==> src/rtl/serial_port_demux_tx.sv <==
// rtl/serial_port_demux_tx.sv - serial frame demultiplexer onto per-port data lines
//
// Purpose:
//   Watches a gated serial bit stream for a start pattern. A frame follows:
//     start pattern (START_LEN bits, MSB first), port (PORT_W bits, MSB first),
//     count (CNT_W bits, MSB first), then `count` payload bits.
//   Each payload bit is registered onto sd[port] with a matching one-hot pulse
//   on sd_valid in the following cycle. A one-cycle done pulse ends every frame.
//
// Ports:
//   clk       in   single clock, rising edge
//   rst       in   synchronous active-low reset
//   en        in   bit enable; serIn is consumed only on edges with en=1
//   serIn     in   serial data stream
//   sd        out  [NUM_PORTS] registered per-port data
//   sd_valid  out  [NUM_PORTS] one-hot valid, one cycle after each payload bit
//   busy      out  high whenever a frame is in progress (state != IDLE)
//   done      out  one-cycle end-of-frame pulse

module serial_port_demux_tx #(
  parameter int                   START_LEN = 4,
  parameter logic [START_LEN-1:0] START_SEQ = 4'b1101,
  parameter int                   PORT_W    = 2,
  parameter int                   CNT_W     = 4
) (
  input  logic                   clk,
  input  logic                   rst,
  input  logic                   en,
  input  logic                   serIn,
  output logic [2**PORT_W-1:0]   sd,
  output logic [2**PORT_W-1:0]   sd_valid,
  output logic                   busy,
  output logic                   done
);

  localparam int NUM_PORTS = 2**PORT_W;
  localparam int MAX_DATA  = 2**CNT_W - 1;

  // One counter serves every phase, so it must hold the largest field length
  // or payload size without wrapping.
  localparam int MAX_A = (START_LEN > PORT_W) ? START_LEN : PORT_W;
  localparam int MAX_B = (MAX_A > CNT_W) ? MAX_A : CNT_W;
  localparam int MAX_V = (MAX_B > MAX_DATA) ? MAX_B : MAX_DATA;
  localparam int BIT_W = $clog2(MAX_V + 1);

  // Lengths in the width of the incremented counter (one extra bit).
  localparam logic [BIT_W:0] LEN_START = (BIT_W+1)'(START_LEN);
  localparam logic [BIT_W:0] LEN_PORT  = (BIT_W+1)'(PORT_W);
  localparam logic [BIT_W:0] LEN_CNT   = (BIT_W+1)'(CNT_W);
  localparam logic [BIT_W:0] ONE_INC   = (BIT_W+1)'(1);

  typedef enum logic [2:0] {
    IDLE  = 3'd0,
    PORT  = 3'd1,
    COUNT = 3'd2,
    DATA  = 3'd3,
    DONE  = 3'd4
  } state_t;

  state_t                 state_q, state_n;
  logic [START_LEN-1:0]   shift_q, shift_n;
  logic [BIT_W-1:0]       bits_q, bits_n;
  logic [PORT_W-1:0]      port_q, port_n;
  logic [CNT_W-1:0]       count_q, count_n;
  logic [NUM_PORTS-1:0]   sd_q, sd_n;
  logic [NUM_PORTS-1:0]   sd_valid_q, sd_valid_n;

  // Shift candidates: each field shifts in MSB first, so the new bit enters
  // at the LSB and the oldest bit falls off the top.
  logic [START_LEN-1:0]   shift_in;
  logic [PORT_W-1:0]      port_in;
  logic [CNT_W-1:0]       count_in;
  logic [BIT_W:0]         bits_inc;
  logic [BIT_W:0]         count_ext;
  logic [NUM_PORTS-1:0]   port_onehot;

  assign shift_in    = START_LEN'({shift_q, serIn});
  assign port_in     = PORT_W'({port_q, serIn});
  assign count_in    = CNT_W'({count_q, serIn});
  assign bits_inc    = {1'b0, bits_q} + ONE_INC;
  assign count_ext   = (BIT_W+1)'(count_q);
  assign port_onehot = NUM_PORTS'(1) << port_q;

  always_ff @(posedge clk) begin
    if (!rst) begin
      state_q    <= IDLE;
      shift_q    <= '0;
      bits_q     <= '0;
      port_q     <= '0;
      count_q    <= '0;
      sd_q       <= '0;
      sd_valid_q <= '0;
    end else begin
      state_q    <= state_n;
      shift_q    <= shift_n;
      bits_q     <= bits_n;
      port_q     <= port_n;
      count_q    <= count_n;
      sd_q       <= sd_n;
      sd_valid_q <= sd_valid_n;
    end
  end

  always_comb begin
    state_n    = state_q;
    shift_n    = shift_q;
    bits_n     = bits_q;
    port_n     = port_q;
    count_n    = count_q;
    sd_n       = sd_q;
    sd_valid_n = '0;

    case (state_q)
      IDLE: begin
        if (en) begin
          shift_n = shift_in;
          // Saturate: once a full pattern's worth of bits has arrived, every
          // further bit can complete an (overlapping) match.
          if (bits_inc <= LEN_START) begin
            bits_n = bits_inc[BIT_W-1:0];
          end
          if (shift_in == START_SEQ && bits_inc >= LEN_START) begin
            state_n = PORT;
            bits_n  = '0;
          end
        end
      end

      PORT: begin
        if (en) begin
          port_n = port_in;
          if (bits_inc == LEN_PORT) begin
            state_n = COUNT;
            bits_n  = '0;
          end else begin
            bits_n = bits_inc[BIT_W-1:0];
          end
        end
      end

      COUNT: begin
        if (en) begin
          count_n = count_in;
          if (bits_inc == LEN_CNT) begin
            bits_n  = '0;
            // An empty frame skips the payload phase entirely.
            state_n = (count_in != '0) ? DATA : DONE;
          end else begin
            bits_n = bits_inc[BIT_W-1:0];
          end
        end
      end

      DATA: begin
        if (en) begin
          sd_n[port_q] = serIn;
          sd_valid_n   = port_onehot;
          if (bits_inc == count_ext) begin
            state_n = DONE;
            bits_n  = '0;
          end else begin
            bits_n = bits_inc[BIT_W-1:0];
          end
        end
      end

      DONE: begin
        // Leaves unconditionally so the done pulse is always one cycle; the
        // search restarts from scratch so frame bits never seed a match.
        state_n = IDLE;
        shift_n = '0;
        bits_n  = '0;
      end

      default: begin
        state_n = IDLE;
        shift_n = '0;
        bits_n  = '0;
      end
    endcase
  end

  assign sd       = sd_q;
  assign sd_valid = sd_valid_q;
  assign busy     = (state_q != IDLE);
  assign done     = (state_q == DONE);

endmodule

==> config.mk <==
export PLATFORM = sky130hd
export DESIGN_NAME = serial_port_demux_tx
export DESIGN_NICKNAME = d
export VERILOG_FILES = /design/src/rtl/serial_port_demux_tx.sv
export SDC_FILE = /design/constraint.sdc
export NUM_CORES = 1
export LEC_CHECK = 0
export BUFFER_PORTS_ARGS = -buffer_cell sky130_fd_sc_hd__clkbuf_2
export CORE_MARGIN = 2
export CORE_UTILIZATION = 54
export CTS_BUF_LIST = sky130_fd_sc_hd__clkbuf_16
export CTS_CLUSTER_DIAMETER = 40
export CTS_CLUSTER_SIZE = 12
export DETAILED_ROUTE_END_ITERATION = 8
export GPL_TIMING_DRIVEN = 0
export HOLD_SLACK_MARGIN = 0.12
export PLACE_DENSITY = 0.74
export SETUP_SLACK_MARGIN = 0.3
export SYNTH_ARGS = -nofsm -noshare
export SYNTH_HDL_FRONTEND = slang
export SYNTH_SLANG_ARGS = --single-unit
export TNS_END_PERCENT = 100
==> constraint.sdc <==
create_clock -name clk -period 4.85 [get_ports clk]
set_clock_uncertainty 0.15 [all_clocks]
set_input_delay 0.97 -clock clk [delete_from_list [all_inputs] [get_ports clk]]
set_output_delay 0.97 -clock clk [all_outputs]
set_load 0.05 [all_outputs]
* Yosys cells after proc, flatten, opt, wreduce, memory -nomap -nowiden
Index checks and enable logic that the tools add are counted.
Cells by class: $add $sub $neg 1, magnitude comparators 4, equality and inequality tests 17, shift operators 1, muxes and demuxes 25, bitwise operators 1, reduce and logical (&&, ||, !) cells 13
Operator list (number):
- $mux 4 | 9
- $mux 3 | 10
- $ne 2x2->1 const B | 8
- $pmux 4 s4 | 1
- $pmux 3 s4 | 1
- $reduce_and 2->1 | 4
- $reduce_and 8->1 | 1
- $eq 3x2->1 const B | 2
- $pmux 3 s2 | 1
- $add 4x1->5 const B | 1
- $eq 5x2->1 const B | 1
- $eq 5x3->1 const B | 1
- $eq 5x4->1 | 1
- $ge 5x3->1 const B | 1
- $le 5x3->1 const B | 1
- $reduce_and 5->1 | 1
- $bwmux 4 | 1
- $eq 4x4->1 const B | 1
- $reduce_bool 4->1 | 1
- $shl 1x2->4 const A | 1
- $eq 3x1->1 const B | 1
- $eq 3x3->1 const B | 1
- $logic_not 3->1 | 1
- $lt 2x3->1 const B | 1
- other kinds (9) | 10
Word-level totals: bits in registers 24, input port bits 4, output and inout port bits 10, word-level logic and storage cells 69

* Longest topological paths before layout
Gate-level depths: netlist of the first run.
depth in word-level cells 6, depth in mapped cells 8, mapped depth without buffers 8

* Least setup slack after synthesis of the first run
OpenSTA, ideal clock, no wires.
path type reg2out, start point reg state_q[1], end point out done, arrival 1.605 ns, required time 3.730 ns, path slack 2.125 ns, cell stages (with the launch flop) 3, buffers on the path 1, cells stage by stage dfxtp_1 -> buf_2 -> nor3b_1
Between the ends: cells in the longest elaborated chain, start to end 1
RTL lines:
- start: declaration | line 60 | state_t state_q, state_n;
- start signal: assignment | line 94 | state_q <= state_n;
- $eq 3x3->1 | line 186 | assign done = (state_q == DONE);
- end: declaration | line 33 | output logic done
No other way between the ends.

* Final worst setup path of the first run
start point in serIn, end point reg bits_q[3]
Between the ends: cells in the longest elaborated chain, start to end 5, elaborated cells between the ends (all ways) 7, classes of those cells 2 x eq/ne; 3 x mux; 2 x reduce/logical
RTL lines:
- start: declaration | line 29 | input logic serIn,
- $eq 4x4->1 (*) | line 122 | if (shift_in == START_SEQ && bits_inc >= LEN_START) begin
- $logic_and 1x1->1 (*) | line 122
- $mux 4 | line 122
- $mux 4 | line 115 | if (en) begin
- $pmux 4 s4 | line 113 | case (state_q)
- end signal: assignment | line 96 | bits_q <= bits_n;
- end: declaration | line 62 | logic [BIT_W-1:0] bits_q, bits_n;
Every way passes the cells marked *; elsewhere a longest branch is shown, timed or not. The select of a mux whose other input is x is not followed. A chain may end at the register's enable or synchronous reset.

==> results of run 1 <==
==> per-stage QoR <==
stage | hold slack (ns) | area, sq um | instances | utilization [%]
after floorplan | 0.311 | 1370 | 150 | -
after global placement | 0.324 | 1460 | 192 | 60.2
after detailed placement | 0.342 | 1460 | 192 | 60.2
after CTS | 0.357 | 1570 | 196 | 64.5
after global routing | 0.377 | 1570 | 196 | 64.5
final | 0.356 | 1570 | 196 | 64.5
==> Yosys cell counts (all sizes together) <==
| cell type | count | area [sq um] |
|---|---|---|
| nor2 | 26 | 97.6 |
| dfxtp | 24 | 480 |
| mux2i | 15 | 150 |
| nand2 | 10 | 37.5 |
| buf | 7 | 60.1 |
| a21oi | 6 | 30.0 |
| nor3b | 5 | 37.5 |
| or3 | 5 | 31.3 |
| xnor2 | 5 | 43.8 |
| inv | 4 | 15.0 |
| nand2b | 4 | 25.0 |
| nor3 | 4 | 25.0 |
| nor4 | 4 | 31.3 |
| and3 | 3 | 18.8 |
| ha | 3 | 37.5 |
| clkbuf | 2 | 7.51 |
| o32ai | 2 | 36.3 |
| a211oi | 1 | 12.5 |
| a21boi | 1 | 7.51 |
| a221oi | 1 | 15.0 |
| a2bb2oi | 1 | 8.76 |
| a311o | 1 | 10.0 |
| a311oi | 1 | 15.0 |
| a31oi | 1 | 12.5 |
| and2 | 1 | 6.26 |
| and2b | 1 | 7.51 |
| and3b | 1 | 8.76 |
| and4bb | 1 | 12.5 |
| nand3 | 1 | 5.00 |
| nand3b | 1 | 7.51 |
| nand4b | 1 | 8.76 |
| nor2b | 1 | 6.26 |
| o211ai | 1 | 7.51 |
| o21a | 1 | 7.51 |
| o21ai | 1 | 8.76 |
| o21bai | 1 | 11.3 |
| or2 | 1 | 6.26 |
| xor2 | 1 | 16.3 |
==> state kept, by name, summed over array words and instances, names as in the netlist <==
register	cells
sd_valid	4
bits_q	4
shift_q	3
port_q	2
sd	4
state_q	3
count_q	4
==> logic make-up after synthesis <==
logic type	synth area share (%)
AOI/OAI and AO/OA	13.4
xor gates and xnor gates	4.40
adders and majority gates	2.75
buffers and inverters	6.04
DFF	35.2
muxes	11.0
and+or+nand+nor	27.3
==> worst min-delay path by stage <==
stage	to	slack, ns	depth (start not counted)
finish	sd[3]	0.36	2
global route	shift_q[2]	0.38	2
detailed placement	sd[3]	0.34	2
floorplan	shift_q[2]	0.31	2
global placement	sd[1]	0.32	2
CTS	sd[3]	0.36	2
==> where the power goes <==
group | switching (W) | total [W] | internal, W
registers | 0.00000422 | 0.000204 | 0.000200
clock network | 0.0000727 | 0.000237 | 0.000164
logic | 0.0000204 | 0.0000359 | 0.0000155
==> critical path, delay by kind of cell <==
kind / cells / cell delay, ns
AND/OR/NAND/NOR: 3 / 0.69
AO/OA/AOI/OAI: 3 / 0.70
buffers and inverters: 1 / 0.18
==> per-layer routing <==
metal,wire length (um),part of all wire (%)
met3,77,2.8
met5,0,0
met2,1290,47
met4,19,0.69
met1,1380,50
==> area by class of cell <==
cell class	count	area share [%]
plain buffers	9	4.31
clock buffers	3	4.78
clock inverters	1	1.91
inverters	4	0.957
multi-input cells	113	51.2
flip-flops and latches	24	30.6
well taps	30	2.39
repair buffers	12	3.83
==> impl_metrics.env, run 1 <==
export IMPL_floorplan_die_area_sq_um=2950
export IMPL_num_io_pins=14
export IMPL_path_cells="buf_2 > nand4b_1 > a311oi_2 > o21bai_2 > o32ai_4 > and3_1 > or3_1"
export IMPL_required_ns=4.84
export IMPL_first_global_vias=964
export IMPL_floorplan_die_width_um=54.3
export IMPL_row_count=18
export IMPL_use_met3_pct=4.10
export IMPL_cts_root_buffer_cell="clkbuf_16"
export IMPL_post_cts_setup_repair_bufs=0
export IMPL_total_power_w=0.000477
export IMPL_fin_crit_ns=2.54
export IMPL_layout_cells_most_common_list="nor2_1 (26), dfxtp_1 (24), mux2i_1 (15), clkbuf_2 (12), nand2_1 (10)"
export IMPL_reg2reg_from="bits_q[1]"
export IMPL_synth_yosys_warnings=0
export IMPL_finalNetCount=174
export IMPL_criticalPathCategory="in -> reg"
export IMPL_worst_slew_pin_transition_ns=0.521
export IMPL_num_vias=1099
export IMPL_place_detailed_hpwl_mm=1.98
export IMPL_yosysSeqAreaShare_pct=35.2
export IMPL_layout_cells_most_common="nor2_1"
export IMPL_synth_area_per_cell_sq_um=9.11
export IMPL_initial_antenna_violation_count=0
export IMPL_setup_ws_ns=2.31
export IMPL_number_of_max_slew_violations_in_the_final_report=0
export IMPL_port_buffers=12
export IMPL_slowest_delay_ns=0.35
export IMPL_unrepaired_setup_endpoints_after_global_routing="false"
export IMPL_grt_usage_pct=20.9
export IMPL_place_ws_ns=2.05
export IMPL_synthCells=150
export IMPL_clockBufferDepth=2
export IMPL_timing_reg2reg_setup_slack_ns=2.36
export IMPL_global_route_peak_usage_layer="met2"
export IMPL_ir_worst_vdd_mv=0.270
export IMPL_area_sequential_sq_um=480
export IMPL_cts_tree="yes"
export IMPL_syn_to_final_growth_pct=14.8
export IMPL_htree_num_levels=1
export IMPL_core_area_sq_um=2430
export IMPL_timing_critical_path_to="bits_q[3]"
export IMPL_cts_repair_resize_count=0
export IMPL_filler_cell_count=208
export IMPL_first_pass_iteration_count_of_the_detailed_router=4
export IMPL_hold_path_startpoint="sd[3]"
export IMPL_hold_path_class="reg -> reg"
export IMPL_outcome="completed"
export IMPL_clock_sink_count=24
export IMPL_detail_route_iter0_violations=23
export IMPL_layout_worst_path_cycle_share_pct=52.4
export IMPL_critPathMaxFanout=9
export IMPL_mappedNetlistNets=157
export IMPL_setup_viol=0
export IMPL_post_synth_instance_area_sq_um=1370
export IMPL_cp_data_arrival_time_ns=2.53
export IMPL_gr_usage_met1_pct=28.4
export IMPL_critPathLaunch="serIn"
export IMPL_clock_insertion_delay_worst_skew_ns=0.26
export IMPL_grt_remaining_overflow=0
export IMPL_worst_slew_margin_pct=65.2
export IMPL_antenna_diode_count=0
export IMPL_cts_buffers=3
export IMPL_power_per_cell_area_nw_per_um2=304
export IMPL_clock_fmax_mhz=394
export IMPL_grt_first_pass_wirelength_mm=4.40
export IMPL_startpoint_type="input pin"
export IMPL_routed_wl_mm=2.77
export IMPL_worst_r2r_endpoint="bits_q[3]"
export IMPL_post_drt_via_cell_ratio=5.61
export IMPL_p_leak_nw=0.624
export IMPL_drc=0
export IMPL_area_used_by_multi_input_combinational_logic_sq_um=803
export IMPL_gp_routability_congestion=0.862
export IMPL_post_synth_num_cell_types=42
export IMPL_ys_ff_latch=24
export IMPL_detail_route_wl_per_cell_um=14.1
export IMPL_setup_worst_path_end_class="flip-flop"
export IMPL_cts_hold_buffers=0
export IMPL_start_util_pct=56.2
export IMPL_die_height_um=54.3
export IMPL_final_layout_size_suffix_gt1_share_pct=20.5
export IMPL_reg2regPathDepth=8
export IMPL_finalHoldViolCount=0
export IMPL_path_clk_slew_ns=0.06
export IMPL_drv_max_cap_violation_count=0
export IMPL_groute_layer_met2_usage_pct=32.9
export IMPL_setup_tns_ns=0
export IMPL_antenna_violating_nets_post_route=0
export IMPL_grt_max_degree=15
export IMPL_cpMaxStageDelayCell="a311oi_2"
No activity file was read; power rests on OpenSTA's default activity.
==> run 2: changes to the inputs <==
==> constraint.sdc (replaced) <==
create_clock -name clk -period 2.4 [get_ports clk]
set_clock_uncertainty 0.15 [all_clocks]
set_input_delay 0.48 -clock clk [delete_from_list [all_inputs] [get_ports clk]]
set_output_delay 0.48 -clock clk [all_outputs]
set_load 0.05 [all_outputs]
==> impl_metrics.env, run 2 (synthesis gave the netlist of run 1 again) <==
export IMPL_place_ws_ns=0.135
export IMPL_path_buf_inv=2
export IMPL_finalNetCount=180
export IMPL_cp_data_arrival_time_ns=2.26
export IMPL_clock_fmax_mhz=452
export IMPL_criticalPathCategory="reg -> reg"
export IMPL_filler_cell_count=154
export IMPL_number_of_max_slew_violations_in_the_final_report=0
export IMPL_worst_slew_pin_transition_ns=0.577
export IMPL_fin_crit_ns=2.21
export IMPL_initial_antenna_violation_count=0
export IMPL_path_clk_slew_ns=0.06
export IMPL_first_pass_iteration_count_of_the_detailed_router=4
export IMPL_ir_worst_vdd_mv=0.569
export IMPL_cpMaxStageDelayCell="dfxtp_4"
export IMPL_detail_route_iter0_violations=21
export IMPL_setup_ws_ns=0.189
export IMPL_grt_remaining_overflow=0
export IMPL_setup_viol=0
export IMPL_core_area_sq_um=2430
export IMPL_finalHoldViolCount=0
export IMPL_antenna_diode_count=0
export IMPL_htree_num_levels=1
export IMPL_start_util_pct=56.2
export IMPL_floorplan_die_area_sq_um=2950
export IMPL_floorplan_die_width_um=54.3
export IMPL_setup_worst_path_end_class="flip-flop"
export IMPL_final_layout_size_suffix_gt1_share_pct=34.9
export IMPL_clockBufferDepth=2
export IMPL_drv_max_cap_violation_count=0
export IMPL_port_buffers=12
export IMPL_routed_wl_mm=3.25
export IMPL_row_count=18
export IMPL_syn_to_final_growth_pct=33.9
export IMPL_num_vias=1169
export IMPL_cp_top_family="compound AO/OA/AOI/OAI gates"
export IMPL_clock_insertion_delay_worst_skew_ns=0.26
export IMPL_setup_tns_ns=0
export IMPL_hold_path_class="reg -> reg"
export IMPL_cts_tree="yes"
export IMPL_layout_cells_most_common="nor2_1"
export IMPL_layout_worst_path_cycle_share_pct=92.1
export IMPL_post_drt_via_cell_ratio=5.79
export IMPL_power_per_cell_area_nw_per_um2=529
export IMPL_first_global_vias=1009
export IMPL_startpoint_type="flip-flop"
export IMPL_path_cells="ha_4 > buf_6 > nor3_4 > a311oi_2 > buf_4 > a221oi_4 > o21ai_4 > nor4_2 > a311o_1"
export IMPL_critPathMaxFanout=6
export IMPL_grt_max_degree=15
export IMPL_place_detailed_hpwl_mm=1.96
export IMPL_cts_buffers=3
export IMPL_grt_usage_pct=22.2
export IMPL_cts_root_buffer_cell="clkbuf_16"
export IMPL_antenna_violating_nets_post_route=0
export IMPL_clock_sink_count=24
export IMPL_layout_cells_most_common_list="nor2_1 (26), dfxtp_1 (21), mux2i_1 (15), clkbuf_2 (12), nand2_1 (10)"
export IMPL_grt_first_pass_wirelength_mm=4.67
export IMPL_required_ns=2.45
export IMPL_gp_routability_congestion=0.838
export IMPL_unrepaired_setup_endpoints_after_global_routing="true"
export IMPL_p_leak_nw=0.688
export IMPL_num_io_pins=14
export IMPL_area_sequential_sq_um=489
export IMPL_die_height_um=54.3
export IMPL_cts_hold_buffers=0
export IMPL_slowest_delay_ns=0.37
export IMPL_drc=0
export IMPL_worst_slew_margin_pct=61.4
export IMPL_area_used_by_multi_input_combinational_logic_sq_um=1000
export IMPL_outcome="completed"
export IMPL_detail_route_wl_per_cell_um=16.1
run 2: final timing paths:
kind,start,endpoint,slack (ns),depth (start not counted)
setup / recovery,bits_q[1],bits_q[2],0.19,9
hold / removal,sd[2],sd[2],0.34,2
setup reg to reg,bits_q[1],bits_q[2],0.19,9
hold reg to reg,sd[2],sd[2],0.34,2
run 2: per-layer routing:
metal	global-route usage (%)	wire length, um	up-vias
met1	30.4	1520	555
met4	7.08	48	0
met5	0	0	-
met3	4.37	146	6
li1	-	-	571
met2	34.9	1530	37
run 2: area by class of cell:
type                       count  area share [%]
tap                           30            2.05
inverter                       4           0.821
buffer                         9            3.83
sequential                    24            26.7
clock buffer                   4            5.47
multi-input combinational    113            54.7
timing repair buffer          18            6.43
run 2: timing repair:
action                     in CTS  in global routing
buffers inserted                5                  0
setup endpoints to repair       7                  6
resized for setup              17                 17
pin swaps                      14                 11
gates cloned                    1                  0
run 2: through the flow:
stage / hold WS [ns] / utilization, % / total power (W) / area, sq um / cells
after detailed placement: 0.339 / 60.5 / 0.000492 / 1470 / 192
final: 0.344 / 75.2 / 0.000968 / 1830 / 202
after global placement: 0.324 / 60.5 / 0.000490 / 1470 / 192
after global routing: 0.373 / 75.2 / 0.000991 / 1830 / 202
after CTS: 0.354 / 70.7 / 0.000938 / 1720 / 202
after floorplan: 0.311 / - / 0.000475 / 1380 / 150
run 2: power breakdown:
group,internal (W),total (W),switching (W)
Combinational,0.0000573,0.000117,0.0000601
Sequential,0.000404,0.000415,0.0000109
Clock,0.000290,0.000435,0.000146
run 2: tightest hold or removal path, delay by kind of cell (launching register included):
kind             cells  cell delay, ns
AND/OR/NAND/NOR      1            0.07
multiplexers         1            0.07
flip-flops           1            0.32
